**src/rtl/mem_arbiter_pkg.sv**
```systemverilog
// Shared definitions for the shared-memory arbiter: state encodings,
// default bus widths and the requester-id width helper.
package mem_arbiter_pkg;

  localparam int unsigned ADDR_W_DEF = 32;
  localparam int unsigned DATA_W_DEF = 32;

  typedef enum logic [2:0] {
    ST_IDLE  = 3'b001,
    ST_ISSUE = 3'b010,
    ST_RESP  = 3'b100
  } state_t;

  // Width of a requester index; never below one bit.
  function automatic int unsigned id_w(input int unsigned n);
    return (n > 1) ? $clog2(n) : 1;
  endfunction

endpackage

```
**src/rtl/mem_arbiter_rr_pick.sv**
```systemverilog
// Combinational round-robin picker: lowest set bit of i_eff at or above
// i_ptr, wrapping, found by masking a doubled request vector.
module mem_arbiter_rr_pick #(
  parameter int unsigned N     = 4,
  parameter int unsigned IDX_W = 2
) (
  input  logic [N-1:0]     i_eff,
  input  logic [IDX_W-1:0] i_ptr,
  output logic             o_valid_c,
  output logic [IDX_W-1:0] o_idx_c
);

  logic [2*N-1:0] w_dbl;

  always_comb begin
    w_dbl     = {i_eff, i_eff};
    o_valid_c = |i_eff;
    o_idx_c   = '0;
    for (int j = 0; j < int'(2 * N); j++) begin
      if (j < int'(i_ptr)) w_dbl[j] = 1'b0;
    end
    // Descending scan so the lowest surviving bit is the final assignment.
    for (int j = int'(2 * N) - 1; j >= 0; j--) begin
      if (w_dbl[j]) o_idx_c = IDX_W'(j % int'(N));
    end
  end

endmodule

```
**src/rtl/mem_arbiter.sv**
```systemverilog
// Round-robin arbiter sharing one synchronous-read data memory between
// N_CORES requesters; every transaction takes three cycles to its ack.
module mem_arbiter
  import mem_arbiter_pkg::*;
#(
  parameter int unsigned N_CORES = 4,
  parameter int unsigned ADDR_W  = ADDR_W_DEF,
  parameter int unsigned DATA_W  = DATA_W_DEF,
  localparam int unsigned ID_W   = id_w(N_CORES)
) (
  input  logic                      i_clk,
  input  logic                      i_reset,
  input  logic [N_CORES-1:0]        i_req,
  input  logic [N_CORES-1:0]        i_we,
  input  logic [N_CORES*ADDR_W-1:0] i_addr,
  input  logic [N_CORES*DATA_W-1:0] i_wdata,
  output logic [N_CORES-1:0]        o_ack,
  output logic [DATA_W-1:0]         o_rdata,
  output logic [ID_W-1:0]           o_grant_id,
  output logic                      o_busy,
  output logic                      o_mem_en,
  output logic                      o_mem_we,
  output logic [ADDR_W-1:0]         o_mem_addr,
  output logic [DATA_W-1:0]         o_mem_wdata,
  input  logic [DATA_W-1:0]         i_mem_rdata
);

  state_t              r_state, w_state_nxt;
  logic [ID_W-1:0]     r_ptr, w_ptr_nxt;
  logic [N_CORES-1:0]  r_ack, w_ack_nxt;
  logic [DATA_W-1:0]   r_rdata, w_rdata_nxt;
  logic [ID_W-1:0]     r_grant_id, w_grant_id_nxt;
  logic                r_busy, w_busy_nxt;
  logic                r_mem_en, w_mem_en_nxt;
  logic                r_mem_we, w_mem_we_nxt;
  logic                r_wr, w_wr_nxt;
  logic [ADDR_W-1:0]   r_mem_addr, w_mem_addr_nxt;
  logic [DATA_W-1:0]   r_mem_wdata, w_mem_wdata_nxt;

  logic [N_CORES-1:0]  w_eff;
  logic                w_pick_valid;
  logic [ID_W-1:0]     w_pick_idx;
  logic [ADDR_W-1:0]   w_sel_addr;
  logic [DATA_W-1:0]   w_sel_wdata;

  // A core's request is ignored during its own ack cycle.
  assign w_eff       = i_req & ~r_ack;
  assign w_sel_addr  = i_addr[int'(w_pick_idx) * int'(ADDR_W) +: ADDR_W];
  assign w_sel_wdata = i_wdata[int'(w_pick_idx) * int'(DATA_W) +: DATA_W];

  mem_arbiter_rr_pick #(
    .N     (N_CORES),
    .IDX_W (ID_W)
  ) u_rr_pick (
    .i_eff     (w_eff),
    .i_ptr     (r_ptr),
    .o_valid_c (w_pick_valid),
    .o_idx_c   (w_pick_idx)
  );

  always_comb begin
    w_state_nxt     = r_state;
    w_ptr_nxt       = r_ptr;
    w_ack_nxt       = r_ack;
    w_rdata_nxt     = r_rdata;
    w_grant_id_nxt  = r_grant_id;
    w_busy_nxt      = r_busy;
    w_mem_en_nxt    = r_mem_en;
    w_mem_we_nxt    = r_mem_we;
    w_wr_nxt        = r_wr;
    w_mem_addr_nxt  = r_mem_addr;
    w_mem_wdata_nxt = r_mem_wdata;
    case (r_state)
      ST_IDLE: begin
        w_ack_nxt    = '0;
        w_mem_en_nxt = 1'b0;
        w_mem_we_nxt = 1'b0;
        if (w_pick_valid) begin
          w_mem_en_nxt    = 1'b1;
          w_mem_we_nxt    = i_we[w_pick_idx];
          w_wr_nxt        = i_we[w_pick_idx];
          w_mem_addr_nxt  = w_sel_addr;
          w_mem_wdata_nxt = w_sel_wdata;
          w_grant_id_nxt  = w_pick_idx;
          w_busy_nxt      = 1'b1;
          w_state_nxt     = ST_ISSUE;
        end
      end
      ST_ISSUE: begin
        w_mem_en_nxt = 1'b0;
        w_mem_we_nxt = 1'b0;
        w_state_nxt  = ST_RESP;
      end
      ST_RESP: begin
        if (!r_wr) w_rdata_nxt = i_mem_rdata;
        w_ack_nxt   = N_CORES'(1) << r_grant_id;
        w_busy_nxt  = 1'b0;
        w_ptr_nxt   = (r_grant_id == ID_W'(N_CORES - 1)) ? '0 : r_grant_id + ID_W'(1);
        w_state_nxt = ST_IDLE;
      end
      default: begin
        w_state_nxt     = ST_IDLE;
        w_ptr_nxt       = '0;
        w_ack_nxt       = '0;
        w_rdata_nxt     = '0;
        w_grant_id_nxt  = '0;
        w_busy_nxt      = 1'b0;
        w_mem_en_nxt    = 1'b0;
        w_mem_we_nxt    = 1'b0;
        w_wr_nxt        = 1'b0;
        w_mem_addr_nxt  = '0;
        w_mem_wdata_nxt = '0;
      end
    endcase
  end

  always_ff @(posedge i_clk) begin
    if (i_reset) begin
      r_state     <= ST_IDLE;
      r_ptr       <= '0;
      r_ack       <= '0;
      r_rdata     <= '0;
      r_grant_id  <= '0;
      r_busy      <= 1'b0;
      r_mem_en    <= 1'b0;
      r_mem_we    <= 1'b0;
      r_wr        <= 1'b0;
      r_mem_addr  <= '0;
      r_mem_wdata <= '0;
    end else begin
      r_state     <= w_state_nxt;
      r_ptr       <= w_ptr_nxt;
      r_ack       <= w_ack_nxt;
      r_rdata     <= w_rdata_nxt;
      r_grant_id  <= w_grant_id_nxt;
      r_busy      <= w_busy_nxt;
      r_mem_en    <= w_mem_en_nxt;
      r_mem_we    <= w_mem_we_nxt;
      r_wr        <= w_wr_nxt;
      r_mem_addr  <= w_mem_addr_nxt;
      r_mem_wdata <= w_mem_wdata_nxt;
    end
  end

  assign o_ack       = r_ack;
  assign o_rdata     = r_rdata;
  assign o_grant_id  = r_grant_id;
  assign o_busy      = r_busy;
  assign o_mem_en    = r_mem_en;
  assign o_mem_we    = r_mem_we;
  assign o_mem_addr  = r_mem_addr;
  assign o_mem_wdata = r_mem_wdata;

endmodule

```
**config.mk**
```make
export PLATFORM = sky130hd
export DESIGN_NAME = mem_arbiter
export DESIGN_NICKNAME = d
export VERILOG_FILES = /design/src/rtl/mem_arbiter_pkg.sv /design/src/rtl/mem_arbiter_rr_pick.sv /design/src/rtl/mem_arbiter.sv
export SDC_FILE = /design/constraint.sdc
export NUM_CORES = 1
export LEC_CHECK = 0
export CORE_AREA = 5 5 154 156
export CTS_CLUSTER_DIAMETER = 80
export DETAILED_ROUTE_END_ITERATION = 10
export DIE_AREA = 0 0 159 161
export PLACE_DENSITY = 0.63
export SYNTH_ARGS = -nofsm -noshare
export SYNTH_HDL_FRONTEND = slang
export SYNTH_HIERARCHICAL = 1
export SYNTH_SLANG_ARGS = --single-unit
```
**constraint.sdc**
```tcl
create_clock -name i_clk -period 9.8 [get_ports i_clk]
set_clock_uncertainty 0.1 [all_clocks]
set_input_delay 2.94 -clock i_clk [delete_from_list [all_inputs] [get_ports i_clk]]
set_output_delay 2.94 -clock i_clk [all_outputs]
set_load 0.005 [all_outputs]
```
==> results.tsv, run 1 <==
metric	value	unit
status	complete, no violations	
Reg-to-Reg End	o_mem_addr[27]$_SDFFE_PP0P_	
H-Tree Depth	3	
PD cells	124	nW/um^2
Yosys reg bits	111	
Synth top area share	42.9	%
Worst EP required	9.99	ns
gp weighted congestion	0.846	
Synth Instances	369	
crit path from	i_req[1]	
final setup vio count	0	
relative slew slack	37.1	%
Max-Cap Viols	0	
layout cell share with drive strength beyond 1	12.8	%
CTS Hold Buffers Added	0	
TritonRoute pass-1 iters	4	
Worst Slack Setup Final	4.14	ns
Syn Area/Cell	14.1	um^2
Tcrit/Tclk final	57.7	%
Slew @ Worst Pin	0.944	ns
initial antenna violation count	2	
f_max	0.177	GHz
Global Route Usage Sum	15.4	%
Yosys top cell by area	dfxtp_1	
CTS clock-pin slew for the worst setup and hold paths	0.07	ns
worst slack, placed	3.78	ns
RSZ-0062 raised after global routing	no	
Worst setup endpoint	o_mem_addr[27]$_SDFFE_PP0P_	
total wire length	20500	um
Worst Reg-to-Reg Cells	5	
grt ovf	0	
ys flop type	dfxtp_1	
CTS tree	yes	
Peak VDD IR	0.0527	mV
Starting Density	23.3	%
# DRC	0	
clk_lat worst skew	0.34	ns
Sequential Area	2220	um^2
ant diodes	0	
worst hold path class	register to register	
die width	159	um
first-pass GRT wire length	31100	um
arrival time of the worst setup path	5.85	ns
post-synthesis async set-or-reset flop share	0	%
CP startpoint kind	input pin	
Root Driver	clkbuf_16	
pin count of the biggest net entering global routing	71	
antenna-violating nets left	0	
Final TNS setup	0	ns
Period minus WS final	5.66	ns
top cells by instance count after synthesis	111 x dfxtp_1, 105 x a22o_1, 65 x mux4_2	
Synth cell types	31	
worst setup path class	input pin to register	
area of the multi-input gates	2790	um^2
Worst R2R Start	o_ack[1]$_SDFFE_PP0P_	
mapped cell area	5180	um^2
crit end category	register	
max-slew violations	0	
Max FO, Critical Path	45	
R2R Setup Slk	6.75	ns
most frequent cell after synthesis	dfxtp_1	
standard-cell rows	55	
setup bufs post-CTS	0	
Post-synth EDFFs	0	
Buffers on Ports	402	
Synth area leaders	dfxtp_1 43%, mux4_2 28%, a22o_1 18%, buf_2 1.8%, ha_1 0.97%	
core area	22200	um^2
via/cell ratio	4.64	
Final HPWL DP	16500	um
Fillers	2055	
syn_nets	671	
WL/cell	19.7	um
Hold Crit Start	o_mem_en$_SDFFE_PP0P_	
Initial DRC Count	138	
nets	1054	
Hold Fails Final Rpt	0	
Yosys Warn Count	6	
area grow syn2layout	88.0	%
CTS sink cnt	111	
DIE AREA	25600	um^2
TritonCTS buffer count	9	
DR vias	4836	
Resize count post-CTS	0	
# IOs	403	
Clock Tree Buf Depth	2	
vias in the first global route	5234	
Die Y	161	um
Leak	3.48	nW
sequential element share of the synthesized area	42.9	%
-- layer usage --
| layer | GRT usage (%) | share of wire [%] | vias up |
|---|---|---|---|
| met5 | 0 | 0.10 | - |
| met4 | 3.30 | 1.3 | 4 |
| met3 | 6.02 | 8.4 | 22 |
| met2 | 26.9 | 51 | 223 |
| met1 | 17.9 | 39 | 2287 |
| li1 | - | - | 2300 |
-- power breakdown --
part           switching [mW]  leakage, nW  internal (mW)  total [mW]
clock network           0.175        0.141          0.183       0.358
logic                   0.109         2.43          0.236       0.345
registers              0.0223        0.906          0.486       0.508
total                   0.306         3.48          0.905        1.21
-- area by class of cell --
cell class	instances	area share, %
sequential	111	22.8
clock inverter	5	0.411
multi-input combinational	216	28.6
timing repair buffer	410	41.9
inverter	4	0.154
tap	285	3.66
clock buffer	11	2.49
-- layout by cell type (no fill, tap or decap), types with 2 or more instances in the layout --
| master | instances |
|---|---|
| clkbuf_16 | 9 |
| inv_1 | 4 |
| a21oi_1 | 5 |
| a211oi_4 | 2 |
| or4_1 | 2 |
| nor2b_1 | 7 |
| clkdlybuf4s50_1 | 402 |
| nand3b_1 | 3 |
| nand2b_1 | 2 |
| inv_6 | 3 |
| o21ai_0 | 3 |
| mux4_2 | 65 |
| a21o_1 | 2 |
| buf_4 | 8 |
| nor3b_1 | 2 |
| dfxtp_1 | 111 |
| ha_1 | 4 |
| a22o_1 | 105 |
-- state kept, by name, indices dropped and copies added (netlist names) --
signal	cells
o_rdata	32
o_ack	4
o_mem_we	1
r_ptr	2
o_mem_en	1
o_busy	1
o_mem_addr	32
o_mem_wdata	32
r_state	3
o_grant_id	2
r_wr	1
-- metrics by stage --
step	std cells	hold WS (ns)	cell area (um^2)	power [mW]	utilization (%)
6_report	1042	0.354	9750	1.21	43.9
5_1_grt	1042	0.382	9750	1.28	43.9
4_1_cts	1042	0.358	9750	1.24	43.9
3_5_place_dp	1026	0.339	9470	0.870	42.6
3_3_place_gp	1026	0.335	9470	0.869	42.6
2_1_floorplan	369	0.351	5180	0.651	-
-- cells by family (layout without fill, tap and decap cells) --
family,after synthesis,in the layout,synth area share (%)
and+or+nand+nor,26,26,3.88
adders and majority gates,4,4,0.965
AOI/OAI and AO/OA,120,120,20.1
muxes,65,65,28.2
DFF,111,111,42.9
buffers and inverters,42,430,3.79
xor gates and xnor gates,1,1,0.169
-- worst max-delay path, cell delays in order --
cell             delay [ns]
clkdlybuf4s50_1        0.39
nor2b_1                0.18
or4_1                  0.63
o32ai_4                0.86
buf_4                  0.57
a22o_1                 0.23
-- worst min path at each step --
stage / to / cells after the start
finish: o_mem_en$_SDFFE_PP0P_ / 1
global placement: o_mem_en$_SDFFE_PP0P_ / 1
CTS: o_mem_en$_SDFFE_PP0P_ / 1
detailed placement: o_mem_en$_SDFFE_PP0P_ / 1
floorplan: o_mem_en$_SDFFE_PP0P_ / 1
global route: o_mem_en$_SDFFE_PP0P_ / 1
Power figures use the tool's default switching activity.
==> run 2: changes to the inputs <==
- CORE_AREA: 5 5 154 156 -> 5 5 152 154
- DIE_AREA: 0 0 159 161 -> 0 0 157 159
- PLACE_DENSITY: 0.63 -> 0.67
- clock period: 9.8 -> 4.8 ns (I/O delays scaled with it)
==> results.tsv, run 2 (synthesis results as in run 1) <==
metric	value	unit
status	complete, no violations	
Peak VDD IR	0.129	mV
fin area	9820	um^2
crit-path leading delay family	simple AND/OR/NAND/NOR gates	
clk_lat worst skew	0.35	ns
gp weighted congestion	0.831	
Resize count post-CTS	0	
Initial DRC Count	137	
Final TNS setup	0	ns
TritonCTS buffer count	9	
CP startpoint kind	input pin	
final setup vio count	0	
Hold Fails Final Rpt	0	
CP max stage delay	0.89	ns
crit end category	register	
arrival time of the worst setup path	4.16	ns
Buffers on Ports	402	
standard-cell rows	54	
WL/cell	20.0	um
pin count of the biggest net entering global routing	68	
Max FO, Critical Path	44	
critical path, cell by cell	clkdlybuf4s50_1 > nor2b_1 > or4_1 > nor3b_4 > buf_4 > a22o_1	
total wire length	20700	um
DIE AREA	25000	um^2
PD cells	256	nW/um^2
placed inst area	9520	um^2
H-Tree Depth	3	
CP Depth	6	
setup bufs post-CTS	0	
Worst EP required	4.98	ns
area grow syn2layout	89.4	%
nets	1055	
Hold Path Stages	1	
Overall Power	2.51	mW
core area	21600	um^2
antenna-violating nets left	0	
commonest non-fill, non-tap cell in the layout	clkdlybuf4s50_1	
CTS clock-pin slew for the worst setup and hold paths	0.08	ns
Period minus WS final	3.98	ns
Root Driver	clkbuf_16	
commonest non-fill, non-tap cells in the layout	402 x clkdlybuf4s50_1, 111 x dfxtp_1, 105 x a22o_1	
CTS Hold Buffers Added	0	
Leak	3.51	nW
Die Y	159	um
via/cell ratio	4.73	
max-slew violations	0	
f_max	0.251	GHz
Worst Reg-to-Reg Cells	4	
Slew @ Worst Pin	1.08	ns
worst setup path class	input pin to register	
initial antenna violation count	1	
# IOs	403	
CTS sink cnt	111	
worst hold path class	register to register	
layout cell share with drive strength beyond 1	13.1	%
Final HPWL DP	16500	um
DR vias	4919	
Fillers	1958	
TritonRoute pass-1 iters	4	
Starting Density	24.1	%
Global Route Usage Sum	16.0	%
# DRC	0	
fin cells	1039	
area of the multi-input gates	2790	um^2
CTS tree	yes	
relative slew slack	27.9	%
worst slack, placed	0.441	ns
Clock Tree Buf Depth	2	
Worst Slack Setup Final	0.823	ns
Tcrit/Tclk final	82.8	%
RSZ-0062 raised after global routing	no	
Slowest-stage cell, CP	nor3b_4	
grt ovf	0	
vias in the first global route	5285	
die width	157	um
first-pass GRT wire length	30900	um
Buf/Inv on CP	2	
Max-Cap Viols	0	
dpl cells	1022	
Sequential Area	2220	um^2
run 2: changes by cell type in the layout (fill, tap and decap cells not counted):
cell and change:
buf_4 -3, clkbuf_1 -1, buf_12 +4, clkbuf_8 +1
clkinv_2 -1, diode_2 +1, inv_8 +1
run 2: routing by layer:
metal | global-route usage [%] | part of all wire, %
met4 | 6.04 | 2.7
met1 | 17.8 | 37
met2 | 29.0 | 52
met3 | 4.10 | 8.0
met5 | 0 | 0
run 2: worst paths after layout:
path	start	to	slack, ns
setup / recovery	i_req[1]	o_mem_wdata[10]$_SDFFE_PP0P_	0.82
hold / removal	o_mem_en$_SDFFE_PP0P_	o_mem_en$_SDFFE_PP0P_	0.36
setup reg to reg	r_state[0]$_SDFFE_PP1P_	o_mem_wdata[10]$_SDFFE_PP0P_	1.95
hold reg to reg	o_mem_en$_SDFFE_PP0P_	o_mem_en$_SDFFE_PP0P_	0.36
run 2: cell type report:
| class | instances | share of cell area, % |
|---|---|---|
| Antenna cell | 1 | 0.0255 |
| Clock buffer | 11 | 2.57 |
| Clock inverter | 5 | 0.471 |
| Inverter | 4 | 0.153 |
| Multi-Input combinational cell | 216 | 28.4 |
| Sequential cell | 111 | 22.6 |
| Tap cell | 280 | 3.57 |
| Timing Repair Buffer | 411 | 42.2 |
run 2: stage by stage:
step           hold WS [ns]  utilization (%)
2_1_floorplan         0.351                -
3_3_place_gp          0.339             44.2
3_5_place_dp          0.345             44.2
4_1_cts               0.365             45.5
5_1_grt               0.391             45.6
6_report              0.362             45.6
run 2: report_power, final:
group          internal, mW  switching, mW  leakage (nW)
sequential            0.993         0.0447         0.906
clock                 0.392          0.370         0.149
combinational         0.488          0.224          2.45
run 2: worst register-to-register path: stages (launching register included):
cell	delay [ns]
dfxtp_1	0.48
or3b_4	0.47
nor3b_4	0.88
buf_4	0.60
a22o_1	0.25
==> run 3: changes to the inputs <==
- CORE_AREA: 5 5 152 154 -> 5 5 154 156
- DIE_AREA: 0 0 157 159 -> 0 0 159 161
- PLACE_DENSITY: 0.67 -> 0.63
- clock period: 4.8 -> 4 ns (I/O delays scaled with it)
==> results.tsv, run 3 (synthesis results as in run 1) <==
metric	value	unit
status	complete, no violations	
f_max	0.281	GHz
crit end category	register	
gp weighted congestion	0.780	
R2R Setup Slk	1.45	ns
DR vias	4957	
worst hold path class	register to register	
ant diodes	0	
Starting Density	23.3	%
layout cell share with drive strength beyond 1	13.6	%
Hold Fails Final Rpt	0	
CTS Hold Buffers Added	0	
arrival time of the worst setup path	3.69	ns
final setup vio count	0	
Hold Path Stages	1	
PD cells	309	nW/um^2
Fillers	2085	
Global Route Usage Sum	15.9	%
Tcrit/Tclk final	88.8	%
CTS tree	yes	
H-Tree Depth	3	
Worst Reg-to-Reg Cells	8	
Reg-to-Reg End	o_mem_addr[31]$_SDFFE_PP0P_	
initial antenna violation count	0	
total wire length	21400	um
Initial DRC Count	169	
via/cell ratio	4.73	
antenna-violating nets left	0	
commonest non-fill, non-tap cells in the layout	402 x clkdlybuf4s50_1, 111 x dfxtp_1, 105 x a22o_1	
first-pass GRT wire length	32000	um
Resize count post-CTS	0	
die width	159	um
Slowest-stage cell, CP	mux4_2	
max-slew violations	0	
Die Y	161	um
Final HPWL DP	17100	um
WL/cell	20.4	um
DIE AREA	25600	um^2
Slew @ Worst Pin	0.665	ns
grt ovf	0	
TritonCTS buffer count	9	
Root Driver	clkbuf_16	
Buffers on Ports	402	
Final TNS setup	0	ns
clk_lat worst skew	0.35	ns
critical path, cell by cell	clkdlybuf4s50_1 > nor2b_1 > inv_1 > a22o_1 > a211oi_4 > buf_4 > buf_12 > mux4_2 > a22o_1	
Clock Tree Buf Depth	2	
CP startpoint kind	input pin	
Worst EP required	4.14	ns
CTS clock-pin slew for the worst setup and hold paths	0.08	ns
Period minus WS final	3.55	ns
Worst R2R Start	o_ack[3]$_SDFFE_PP0P_	
standard-cell rows	55	
Max-Cap Viols	0	
Worst setup endpoint	o_mem_addr[31]$_SDFFE_PP0P_	
vias in the first global route	5305	
# DRC	0	
relative slew slack	55.6	%
setup bufs post-CTS	0	
CP max stage delay	0.50	ns
crit path from	i_req[3]	
pin count of the biggest net entering global routing	41	
CTS sink cnt	111	
worst setup path class	input pin to register	
# IOs	403	
Max FO, Critical Path	11	
dpl cells	1033	
area grow syn2layout	91.2	%
nets	1061	
core area	22200	um^2
Leak	3.55	nW
RSZ-0062 raised after global routing	no	
Peak VDD IR	0.145	mV
most frequent CP cell	a22o_1	
commonest non-fill, non-tap cell in the layout	clkdlybuf4s50_1	
fin cells	1049	
TritonRoute pass-1 iters	4	
==> run 3: cell types whose count changed in the layout (fill, tap and decap cells not counted) <==
cell,previous run,this run
buf_12,4,7
buf_4,5,8
clkbuf_8,2,0
bufinv_16,0,1
clkbuf_1,0,1
clkinv_4,1,2
diode_2,1,0
inv_6,3,2
==> run 3: worst min-delay path by stage <==
stage / slack, ns / endpoint / from
2_1_floorplan: 0.35 / o_mem_en$_SDFFE_PP0P_ / o_mem_en$_SDFFE_PP0P_
3_3_place_gp: 0.33 / o_mem_en$_SDFFE_PP0P_ / o_mem_en$_SDFFE_PP0P_
3_5_place_dp: 0.34 / o_mem_en$_SDFFE_PP0P_ / o_mem_en$_SDFFE_PP0P_
4_1_cts: 0.36 / o_mem_en$_SDFFE_PP0P_ / o_mem_en$_SDFFE_PP0P_
5_1_grt: 0.37 / o_mem_en$_SDFFE_PP0P_ / o_mem_en$_SDFFE_PP0P_
6_report: 0.36 / o_mem_en$_SDFFE_PP0P_ / o_mem_en$_SDFFE_PP0P_
==> run 3: through the flow <==
step           instance area [um^2]  hold slack, ns  total power [mW]  setup WS, ns  util, %
6_report                       9910           0.360              3.07         0.447     44.6
5_1_grt                        9910           0.375              3.22         0.283     44.6
4_1_cts                        9910           0.363              3.13         0.440     44.6
3_5_place_dp                   9610           0.344              2.15        0.0716     43.2
3_3_place_gp                   9610           0.333              2.14        0.0892     43.2
2_1_floorplan                  5180           0.351              1.60         0.564        -
==> run 3: where the power goes <==
group          leakage [nW]  switching (mW)  total, mW  internal [mW]
logic                  2.50           0.270      0.867          0.597
registers             0.906          0.0549       1.25           1.19
clock network         0.150           0.455      0.955          0.499
==> run 3: area by class of cell <==
type	instances	area [um^2]	share of cell area, %
repair buffers	417	4220	42.6
well taps	285	357	3.60
clock inverters	6	76.3	0.770
inverters	4	15.0	0.151
flip-flops and latches	111	2220	22.4
clock buffers	10	229	2.31
multi-input cells	216	2790	28.1
==> run 3: critical path: cells and delay by family <==
family | cells | cell delay [ns]
AOI/OAI and AO/OA | 3 | 0.74
buffers and inverters | 4 | 0.96
and+or+nand+nor | 1 | 0.28
muxes | 1 | 0.50
==> run 3: per-layer routing <==
metal | share of wire, % | track usage (%) | wire, um
met1 | 39 | 18.5 | 8330
met2 | 50 | 28.0 | 10800
met3 | 8.5 | 5.38 | 1820
met4 | 2.0 | 4.42 | 419
met5 | 0 | 0 | 0
